`src/rtl/debug_pkg.sv`:
```
`default_nettype none
// ============================================================================
// Module      : debug_pkg
// Description : Shared constants for the debug frame sender and its serializer.
// Revision    : 1.0 - initial release
// ============================================================================
package debug_pkg;

    localparam logic [7:0] c_HEADER_BYTE_DEFAULT = 8'hA5;
    localparam int         c_BYTES_PER_WORD      = 4;
    localparam int         c_WORD_IDX_W          = 6;
    localparam int         c_BYTE_IDX_W          = 2;
    localparam int         c_STATE_W             = 3;

    localparam logic [c_STATE_W-1:0] c_S_IDLE      = 3'd0;
    localparam logic [c_STATE_W-1:0] c_S_SEND_HDR  = 3'd1;
    localparam logic [c_STATE_W-1:0] c_S_WAIT_HDR  = 3'd2;
    localparam logic [c_STATE_W-1:0] c_S_REQ_WORD  = 3'd3;
    localparam logic [c_STATE_W-1:0] c_S_WAIT_WORD = 3'd4;
    localparam logic [c_STATE_W-1:0] c_S_SEND_BYTE = 3'd5;
    localparam logic [c_STATE_W-1:0] c_S_WAIT_TX   = 3'd6;
    localparam logic [c_STATE_W-1:0] c_S_DONE      = 3'd7;

endpackage
`default_nettype wire

```
`src/rtl/word_byte_serializer.sv`:
```
`default_nettype none
// ============================================================================
// Module      : word_byte_serializer
// Description : 32-bit MSB-first byte shifter with a 2-bit byte index.
// Revision    : 1.0 - initial release
// ============================================================================
module word_byte_serializer
    import debug_pkg::*;
(
    input  logic        clk,
    input  logic        rst_n,
    input  logic        i_load,
    input  logic [31:0] i_word,
    input  logic        i_shift,
    output logic [7:0]  o_byte,
    output logic        o_last_byte
);

    logic [31:0]             r_shift;
    logic [c_BYTE_IDX_W-1:0] r_idx;

    always_ff @(posedge clk or negedge rst_n) begin
        if (!rst_n) begin
            r_shift <= 32'd0;
            r_idx   <= '0;
        end else if (i_load) begin
            r_shift <= i_word;
            r_idx   <= '0;
        end else if (i_shift) begin
            r_shift <= {r_shift[23:0], 8'h00};
            r_idx   <= r_idx + 1'b1;
        end
    end

    // Byte that will sit at the top of the register after this cycle's edge,
    // so the caller can register it in the same cycle as load/shift.
    always_comb begin
        o_byte = r_shift[31:24];
        if (i_load) begin
            o_byte = i_word[31:24];
        end else if (i_shift) begin
            o_byte = r_shift[23:16];
        end
    end

    assign o_last_byte = (r_idx == c_BYTE_IDX_W'(c_BYTES_PER_WORD - 1));

endmodule
`default_nettype wire

```
`src/rtl/debug_frame_sender.sv`:
```
`default_nettype none
// ============================================================================
// Module      : debug_frame_sender
// Description : Streams a header byte plus NUM_WORDS debug words, MSB-first,
//               to a UART transmitter using a start/done handshake.
// Revision    : 1.0 - initial release
// ============================================================================
module debug_frame_sender
    import debug_pkg::*;
#(
    parameter int         NUM_WORDS   = 36,
    parameter logic [7:0] HEADER_BYTE = c_HEADER_BYTE_DEFAULT
) (
    input  logic                    clock,
    input  logic                    resetGral,
    input  logic                    send_req,
    input  logic                    abort,
    output logic                    word_req,
    output logic [c_WORD_IDX_W-1:0] word_addr,
    input  logic [31:0]             word_data,
    input  logic                    word_valid,
    output logic                    tx_start,
    output logic [7:0]              tx_data,
    input  logic                    tx_done,
    output logic                    busy,
    output logic                    frame_done,
    output logic [7:0]              byte_count,
    output logic                    sent_flag,
    output logic                    waiting_for_word
);

    localparam logic [c_WORD_IDX_W-1:0] c_LAST_ADDR = c_WORD_IDX_W'(NUM_WORDS - 1);

    logic [c_STATE_W-1:0]    r_state, w_state_next;
    logic                    r_word_req, w_word_req;
    logic [c_WORD_IDX_W-1:0] r_word_addr, w_word_addr;
    logic                    r_tx_start, w_tx_start;
    logic [7:0]              r_tx_data, w_tx_data;
    logic                    r_frame_done, w_frame_done;
    logic [7:0]              r_byte_count, w_byte_count;
    logic                    r_sent_flag, w_sent_flag;
    logic                    r_busy, r_waiting;
    logic                    w_load, w_shift, w_last_byte;
    logic [7:0]              w_ser_byte;

    word_byte_serializer u_serializer (
        .clk         (clock),
        .rst_n       (resetGral),
        .i_load      (w_load),
        .i_word      (word_data),
        .i_shift     (w_shift),
        .o_byte      (w_ser_byte),
        .o_last_byte (w_last_byte)
    );

    always_comb begin
        w_state_next = r_state;
        w_word_req   = r_word_req;
        w_word_addr  = r_word_addr;
        w_tx_start   = 1'b0;
        w_tx_data    = r_tx_data;
        w_frame_done = 1'b0;
        w_byte_count = r_byte_count;
        w_sent_flag  = r_sent_flag;
        w_load       = 1'b0;
        w_shift      = 1'b0;

        // Abort overrides every transition, including a start request in IDLE.
        if (abort) begin
            w_state_next = c_S_IDLE;
            w_word_req   = 1'b0;
        end else begin
            case (r_state)
                c_S_IDLE: begin
                    if (send_req) begin
                        w_byte_count = 8'd0;
                        w_sent_flag  = 1'b0;
                        w_word_addr  = '0;
                        w_tx_start   = 1'b1;
                        w_tx_data    = HEADER_BYTE;
                        w_state_next = c_S_SEND_HDR;
                    end
                end
                c_S_SEND_HDR: w_state_next = c_S_WAIT_HDR;
                c_S_WAIT_HDR: begin
                    if (tx_done) begin
                        w_byte_count = r_byte_count + 8'd1;
                        w_word_req   = 1'b1;
                        w_state_next = c_S_REQ_WORD;
                    end
                end
                c_S_REQ_WORD: w_state_next = c_S_WAIT_WORD;
                c_S_WAIT_WORD: begin
                    if (word_valid) begin
                        w_load       = 1'b1;
                        w_word_req   = 1'b0;
                        w_tx_start   = 1'b1;
                        w_tx_data    = w_ser_byte;
                        w_state_next = c_S_SEND_BYTE;
                    end
                end
                c_S_SEND_BYTE: w_state_next = c_S_WAIT_TX;
                c_S_WAIT_TX: begin
                    if (tx_done) begin
                        w_byte_count = r_byte_count + 8'd1;
                        w_shift      = 1'b1;
                        if (!w_last_byte) begin
                            w_tx_start   = 1'b1;
                            w_tx_data    = w_ser_byte;
                            w_state_next = c_S_SEND_BYTE;
                        end else if (r_word_addr < c_LAST_ADDR) begin
                            w_word_addr  = r_word_addr + 1'b1;
                            w_word_req   = 1'b1;
                            w_state_next = c_S_REQ_WORD;
                        end else begin
                            w_frame_done = 1'b1;
                            w_sent_flag  = 1'b1;
                            w_state_next = c_S_DONE;
                        end
                    end
                end
                c_S_DONE: w_state_next = c_S_IDLE;
                default:  w_state_next = c_S_IDLE;
            endcase
        end
    end

    always_ff @(posedge clock or negedge resetGral) begin
        if (!resetGral) begin
            r_state      <= c_S_IDLE;
            r_word_req   <= 1'b0;
            r_word_addr  <= '0;
            r_tx_start   <= 1'b0;
            r_tx_data    <= 8'd0;
            r_frame_done <= 1'b0;
            r_byte_count <= 8'd0;
            r_sent_flag  <= 1'b0;
            r_busy       <= 1'b0;
            r_waiting    <= 1'b0;
        end else begin
            r_state      <= w_state_next;
            r_word_req   <= w_word_req;
            r_word_addr  <= w_word_addr;
            r_tx_start   <= w_tx_start;
            r_tx_data    <= w_tx_data;
            r_frame_done <= w_frame_done;
            r_byte_count <= w_byte_count;
            r_sent_flag  <= w_sent_flag;
            r_busy       <= (w_state_next != c_S_IDLE);
            r_waiting    <= (w_state_next == c_S_WAIT_WORD);
        end
    end

    assign word_req         = r_word_req;
    assign word_addr        = r_word_addr;
    assign tx_start         = r_tx_start;
    assign tx_data          = r_tx_data;
    assign busy             = r_busy;
    assign frame_done       = r_frame_done;
    assign byte_count       = r_byte_count;
    assign sent_flag        = r_sent_flag;
    assign waiting_for_word = r_waiting;

endmodule
`default_nettype wire

```
`config.mk`:
```
export PLATFORM = sky130hd
export DESIGN_NAME = debug_frame_sender
export DESIGN_NICKNAME = d
export VERILOG_FILES = /design/src/rtl/debug_pkg.sv /design/src/rtl/word_byte_serializer.sv /design/src/rtl/debug_frame_sender.sv
export SDC_FILE = /design/constraint.sdc
export NUM_CORES = 1
export LEC_CHECK = 0
export CORE_MARGIN = 4
export CORE_UTILIZATION = 50
export DETAILED_ROUTE_END_ITERATION = 10
export MAX_ROUTING_LAYER = met4
export PLACE_DENSITY = 0.81
export SLEW_MARGIN = 20
export SYNTH_ARGS = -nofsm -noshare
export SYNTH_HDL_FRONTEND = slang
export SYNTH_SLANG_ARGS = --single-unit
```
`constraint.sdc`:
```
create_clock -name clock -period 2.6 [get_ports clock]
set_clock_uncertainty 0.2 [all_clocks]
set_input_delay 0.52 -clock clock [delete_from_list [all_inputs] [get_ports clock]]
set_output_delay 0.52 -clock clock [all_outputs]
set_load 0.01 [all_outputs]
```
Yosys cells after proc, flatten, opt, wreduce, memory -nomap -nowiden
Index checks and enable logic that the tools add are counted.
- flip-flop bits (word level): 65
- latch bits: 0
- RAM bits: 0
- bits in read-only memories: 0
- bits of input ports: 38
- output and inout port bits: 28
- word-level logic and storage cells: 107
- memories: 0
- add/subtract/negate cells: 3
- $mul: 0
- divide/modulo/power cells: 0
- $lt $le $gt $ge: 1
- equality and inequality tests: 22
- shift-type cells: 0
- multiplexer cells: 55
- bitwise logic cells: 1
- reductions and logical operators: 13
- operators with widths (operator ; count):
    $mux W32 ; 2
    $mux W8 ; 8
    $mux W1 ; 25
    $mux W6 ; 4
    $pmux W3 S8 ; 1
    $pmux W8 S3 ; 1
    $reduce_and A6 Y1 ; 4
    $mux W3 ; 7
    $pmux W8 S2 ; 1
    $eq A3 B3 Y1 const B ; 5
    $ne A3 B3 Y1 const B ; 5
    $ne A2 B2 Y1 const B ; 7
    $pmux W6 S2 ; 1
    $add A8 B1 Y8 const B ; 1
    $add A6 B1 Y6 const B ; 1
    $eq A3 B2 Y1 const B ; 2
    $lt A6 B6 Y1 const B ; 1
    $pmux W1 S3 ; 2
    $reduce_bool A2 Y1 ; 3
    $reduce_bool A3 Y1 ; 2
    $mux W2 ; 2
    $reduce_and A4 Y1 ; 1
    $reduce_bool A4 Y1 ; 1
    $eq A3 B1 Y1 const B ; 1
    7 further kinds ; 7

Logic depth before layout (Yosys ltp)
- depth after elaboration: 8
- mapped depth: 8
- depth with buffers taken out: 6

Hierarchy
A second synthesis with hierarchy kept.
- cell total of the unflattened synthesis: 328
- area, all modules: 3248.1 µm²
- by module, submodules not included (module ; instances ; cells an instance ; area each (µm²) ; sequential area each (µm²)):
    debug_frame_sender ; 1 ; 173 ; 1650.3 ; 775.7
    word_byte_serializer ; 1 ; 155 ; 1597.8 ; 850.8

Worst setup path before layout
No wires, ideal clock.
- kind: register to register
- start point: register r_word_addr[0] (netlist: word_addr[0])
- end point: register r_word_addr[3] (netlist: word_addr[3])
- setup time: 78 ps
- arrival: 1847 ps
- required time: 2322 ps
- setup slack: 476 ps
- stages on the path, launching flop included: 6
- path buffers: 0
- clock period less this slack: 2124 ps
- cell sequence: dfrtp_1 > ha_1 > o41ai_4 > a41oi_2 > or3_1 > a21oi_1
- cells in the longest elaborated chain, start to end: 5
- elaborated cells between the ends (all ways): 8
- classes of those cells: 1 x add/sub; 1 x order compare; 1 x eq/ne; 4 x mux; 1 x reduce/logical
- RTL lines (item ; RTL line ; source):
    start: declaration ; debug_frame_sender.sv:36 ; logic [c_WORD_IDX_W-1:0] r_word_addr, w_word_addr;
    start signal: assignment ; debug_frame_sender.sv:143 ; r_word_addr <= w_word_addr;
    $add A6 B1 Y6 ; debug_frame_sender.sv:112 ; w_word_addr = r_word_addr + 1'b1;
    $mux W6 ; debug_frame_sender.sv:111 ; end else if (r_word_addr < c_LAST_ADDR) begin
    $mux W6 ; debug_frame_sender.sv:107 ; if (!w_last_byte) begin
    $mux W6 ; debug_frame_sender.sv:104 ; if (tx_done) begin
    $pmux W6 S2 ; debug_frame_sender.sv:73 ; case (r_state)
Several ways; a longest one is shown, not always the timed one. The select of a mux whose other input is x is not followed.
A chain may end at the register's enable or synchronous reset.

Worst setup path after layout
Ends and elaborated chain as after synthesis.

==> flow_summary_export.csv <==
group,metric,value,unit
floorplanning,start_util,0.5300,
grt,grt_pass1_vias,2364,
timing,post-route-min-period,2.268,ns
yosys,syn_inst,274,
pwr,power.sequential.fraction,0.484,
grt,initial_antenna_violation_count,0,
pwr,ir_drop,423.1,uV
route,post_drt_wl_per_cell,15.55,um
yosys,netlist_area,3008,sq um
setup_path,r2r_end,"word_addr[3]$_DFFE_PN0P_",
timing,worst_pin_slew,0.8785,ns
floorplanning,floorplan.core_area,5675,sq um
timing,timing.final.hold_violations,0,
pwr,power.net_switching,831.4,uW
pwr,static_leakage_power,1.798,nW
route,detail_route.vias_per_cell,5.747,
hold_path,hold_path.class,"flip-flop to flip-flop",
status,outcome,"finished clean",
finish,share_of_layout_cells_above_drive_strength_1,0.1253,
route,remaining_number_of_nets_flagged_by_the_antenna_check_after_routing,0,
pwr,power.combinational.fraction,0.224,
hold_path,hold_start,"u_serializer.r_shift[19]$_DFFE_PN0P_",
yosys,dominantRegCellSynth,"dfrtp_1",
setup_path,timing.critical_path.to_type,"flip-flop",
yosys,synth_top_area_frac,0.5408,
route,post-route-drc-count,0,
route,drt_first_iter_violations,112,
route,drt-total-wl,6700,um
clock_tree,tritoncts,"built",
timing,final_critical_path_setup_slack,0.3320,ns
yosys,yosysSeqAreaShare,0.5408,
setup_path,crit_fanout,8,
finish,syn_to_final_growth,34.86,%
floorplanning,placementRows,27,
timing,fmax,440.9,MHz
finish,layout_commonest_cell,"dfrtp_1",
grt,grt_remaining_overflow,0,
route,routed-via-count,2477,
yosys,synth_seq_cells,65,
setup_path,timing.critical_path.arrival,2.33,ns
yosys,synthDistinctLibCells,46,
setup_path,worst_reg2reg_path_length_in_cells,5,
hold_path,min_path_cells,2,
run,max_cap_violations,0,
grt,groute.usage.overall,0.1992,
yosys,synth.net_count,315,
yosys,postSynth.asyncResetShare,1.000,
floorplanning,die-area,7321,sq um
clock_tree,cts_made_buffers,9,
floorplanning,floorplan.die.width,85.56,um
finish,diodes_inserted,0,
yosys,synth_area_leader_cell,"dfrtp_1",
setup_path,required,2.66,ns
grt,grt_first_pass_wirelength,11180,um
floorplanning,die_height,85.56,um
pwr,clkPwrFrac,0.292,
yosys,synth.area.top_cells,"dfrtp_1, nand2_1, a22o_1",
setup_path,regToRegStartpoint,"word_addr[0]$_DFFE_PN0P_",
placement,dpl.hpwl,4893,um
yosys,synth-edff-count,0,
timing,finalSetupViolCount,0,
clock_tree,clk_transition_reported_paths,0.07,ns
clock_tree,htree_levels,3,
clock_tree,clock_sinks,65,
clock_tree,post_cts_resize_count,0,
pwr,power.density,721.4,nW/um^2
clock_tree,clock_insertion_delay_worst_skew,0.33,ns
pwr,power_switching_share,0.2841,
timing,slew_violations,0,
setup_path,startpoint_type,"flip-flop",
route,detail_route.first_pass.iterations,4,
placement,buffer_ports.inserted,65,
timing,rsz0062_at_grt,"false",
clock_tree,postCtsSetupBuffers,0,
clock_tree,holdBufCountCts,1,
finish,layout.cells.most_common_list,"dfrtp_1, clkdlybuf4s50_1, nand2_1, buf_4, a22o_1",
timing,final_min_period_over_clock_period,0.8723,
placement,routabilityCongestion,0.8611,
clock_tree,clk_path_buf_depth,2,
floorplanning,ioPinCount,66,
timing,slew_headroom,0.4138,
yosys,post_synth.cell_area_avg,10.98,sq um
hold_path,hold_path_end,"u_serializer.r_shift[19]$_DFFE_PN0P_",
pwr,internal_power,2.095,mW
placement,dpl_worst_slack,0.04143,ns
clock_tree,clk_root_buffer_cell,"clkbuf_8",
setup_path,timing.reg2reg.setup_slack,0.33,ns
finish,utilization,0.7147,
yosys,yosys_warnings,0,
grt,largest_net_degree_at_the_start_of_global_routing,66,
finish,nets,395,
setup_path,worstSetupPathType,"flip-flop to flip-flop",
timing,timing.setup.tns,0,ns
==> kinds of logic (layout without fill, tap and decap cells) <==
group           after synthesis  count (layout)  synth area share
fa+ha+maj                     3               3           0.01248
simple gates                 94              94            0.1614
xor+xnor                      4               4           0.01165
compound gates               75              75            0.1963
flops                        65              65            0.5408
mux                          13              13           0.04409
buf+inv                      20             105           0.03328
==> power by group through the flow <==
stage / Clock, mW / Sequential, mW / Combinational, mW
after floorplan: 0 / 1.40 / 0.390
after global placement: 0 / 1.42 / 0.625
final: 0.855 / 1.42 / 0.655
after detailed placement: 0 / 1.42 / 0.657
after global routing: 0.917 / 1.44 / 0.728
after CTS: 0.869 / 1.42 / 0.661
==> layout make-up <==
cell class	count	area, sq um
flip-flops and latches	65	1627
multi-input cells	189	1284
repair buffers	85	835.8
clock buffers	10	137.6
fillers	423	1619
well taps	72	90.09
clock inverters	6	67.56
inverters	4	15.01
==> how the worst max path moves through the flow <==
stage | from | to | slack [ns]
final | word_addr[0]$_DFFE_PN0P_ | word_addr[3]$_DFFE_PN0P_ | 0.33
after global routing | word_addr[0]$_DFFE_PN0P_ | word_addr[3]$_DFFE_PN0P_ | 0.23
after CTS | abort | tx_data[3]$_DFFE_PN0P_ | 0.36
after detailed placement | abort | tx_data[2]$_DFFE_PN0P_ | 0.04
after global placement | tx_done | tx_data[5]$_DFFE_PN0P_ | 0.10
after floorplan | word_addr[0]$_DFFE_PN0P_ | word_addr[3]$_DFFE_PN0P_ | 0.48
==> critical path, stage by stage (launching register included) <==
cell	delay, ns
dfrtp_1	0.42
ha_1	0.30
o41ai_4	0.43
a41oi_2	0.29
or3_1	0.41
a21oi_1	0.15
==> per-layer routing <==
layer	global-route usage	wire [um]	vias up
met4	0.06331	86	0
met1	0.2627	2939	1226
met3	0.04323	372	9
met2	0.3093	3302	62
met5	-	0	-
li1	-	-	1180
==> synth_stat cells (2+ instances only) <==
cell       number
nor2b_1         2
inv_1           4
nor3b_1         2
a22oi_1         8
nand4_1         2
nor3_1          3
clkbuf_1        5
dfrtp_1        65
or4_1           2
o211ai_1        2
a21oi_1         6
nand3b_1        3
o21ai_1        12
or3_1           3
mux2i_1        11
o31ai_1         4
ha_1            3
o21a_1          2
o21ai_0         6
a221o_1         8
nand3_1         6
and3_1         12
o2111ai_1       3
mux2_2          2
a22o_1         13
xor2_1          4
buf_2           8
and2_1          3
o22a_1          4
nand2_1        36
buf_4           2
nand2b_1        3
nor2_1         12
==> per-stage QoR <==
| step | total power, mW | area, sq um | instances | hold slack (ns) |
|---|---|---|---|---|
| floorplan | 1.788 | 3008 | 274 | 0.02441 |
| global placement | 2.048 | 3841 | 414 | 0.2509 |
| detailed placement | 2.082 | 3841 | 414 | 0.2610 |
| CTS | 2.945 | 4056 | 431 | 0.2775 |
| global route | 3.087 | 4056 | 431 | 0.3121 |
| finish | 2.926 | 4056 | 431 | 0.2753 |
==> flip-flops by register name, indices dropped and copies added (netlist names), 2 cells and up <==
name / count
r_state: 3
word_addr: 6
u_serializer.r_idx: 2
byte_count: 8
tx_data: 8
u_serializer.r_shift: 32
Power figures use the tool's default switching activity.
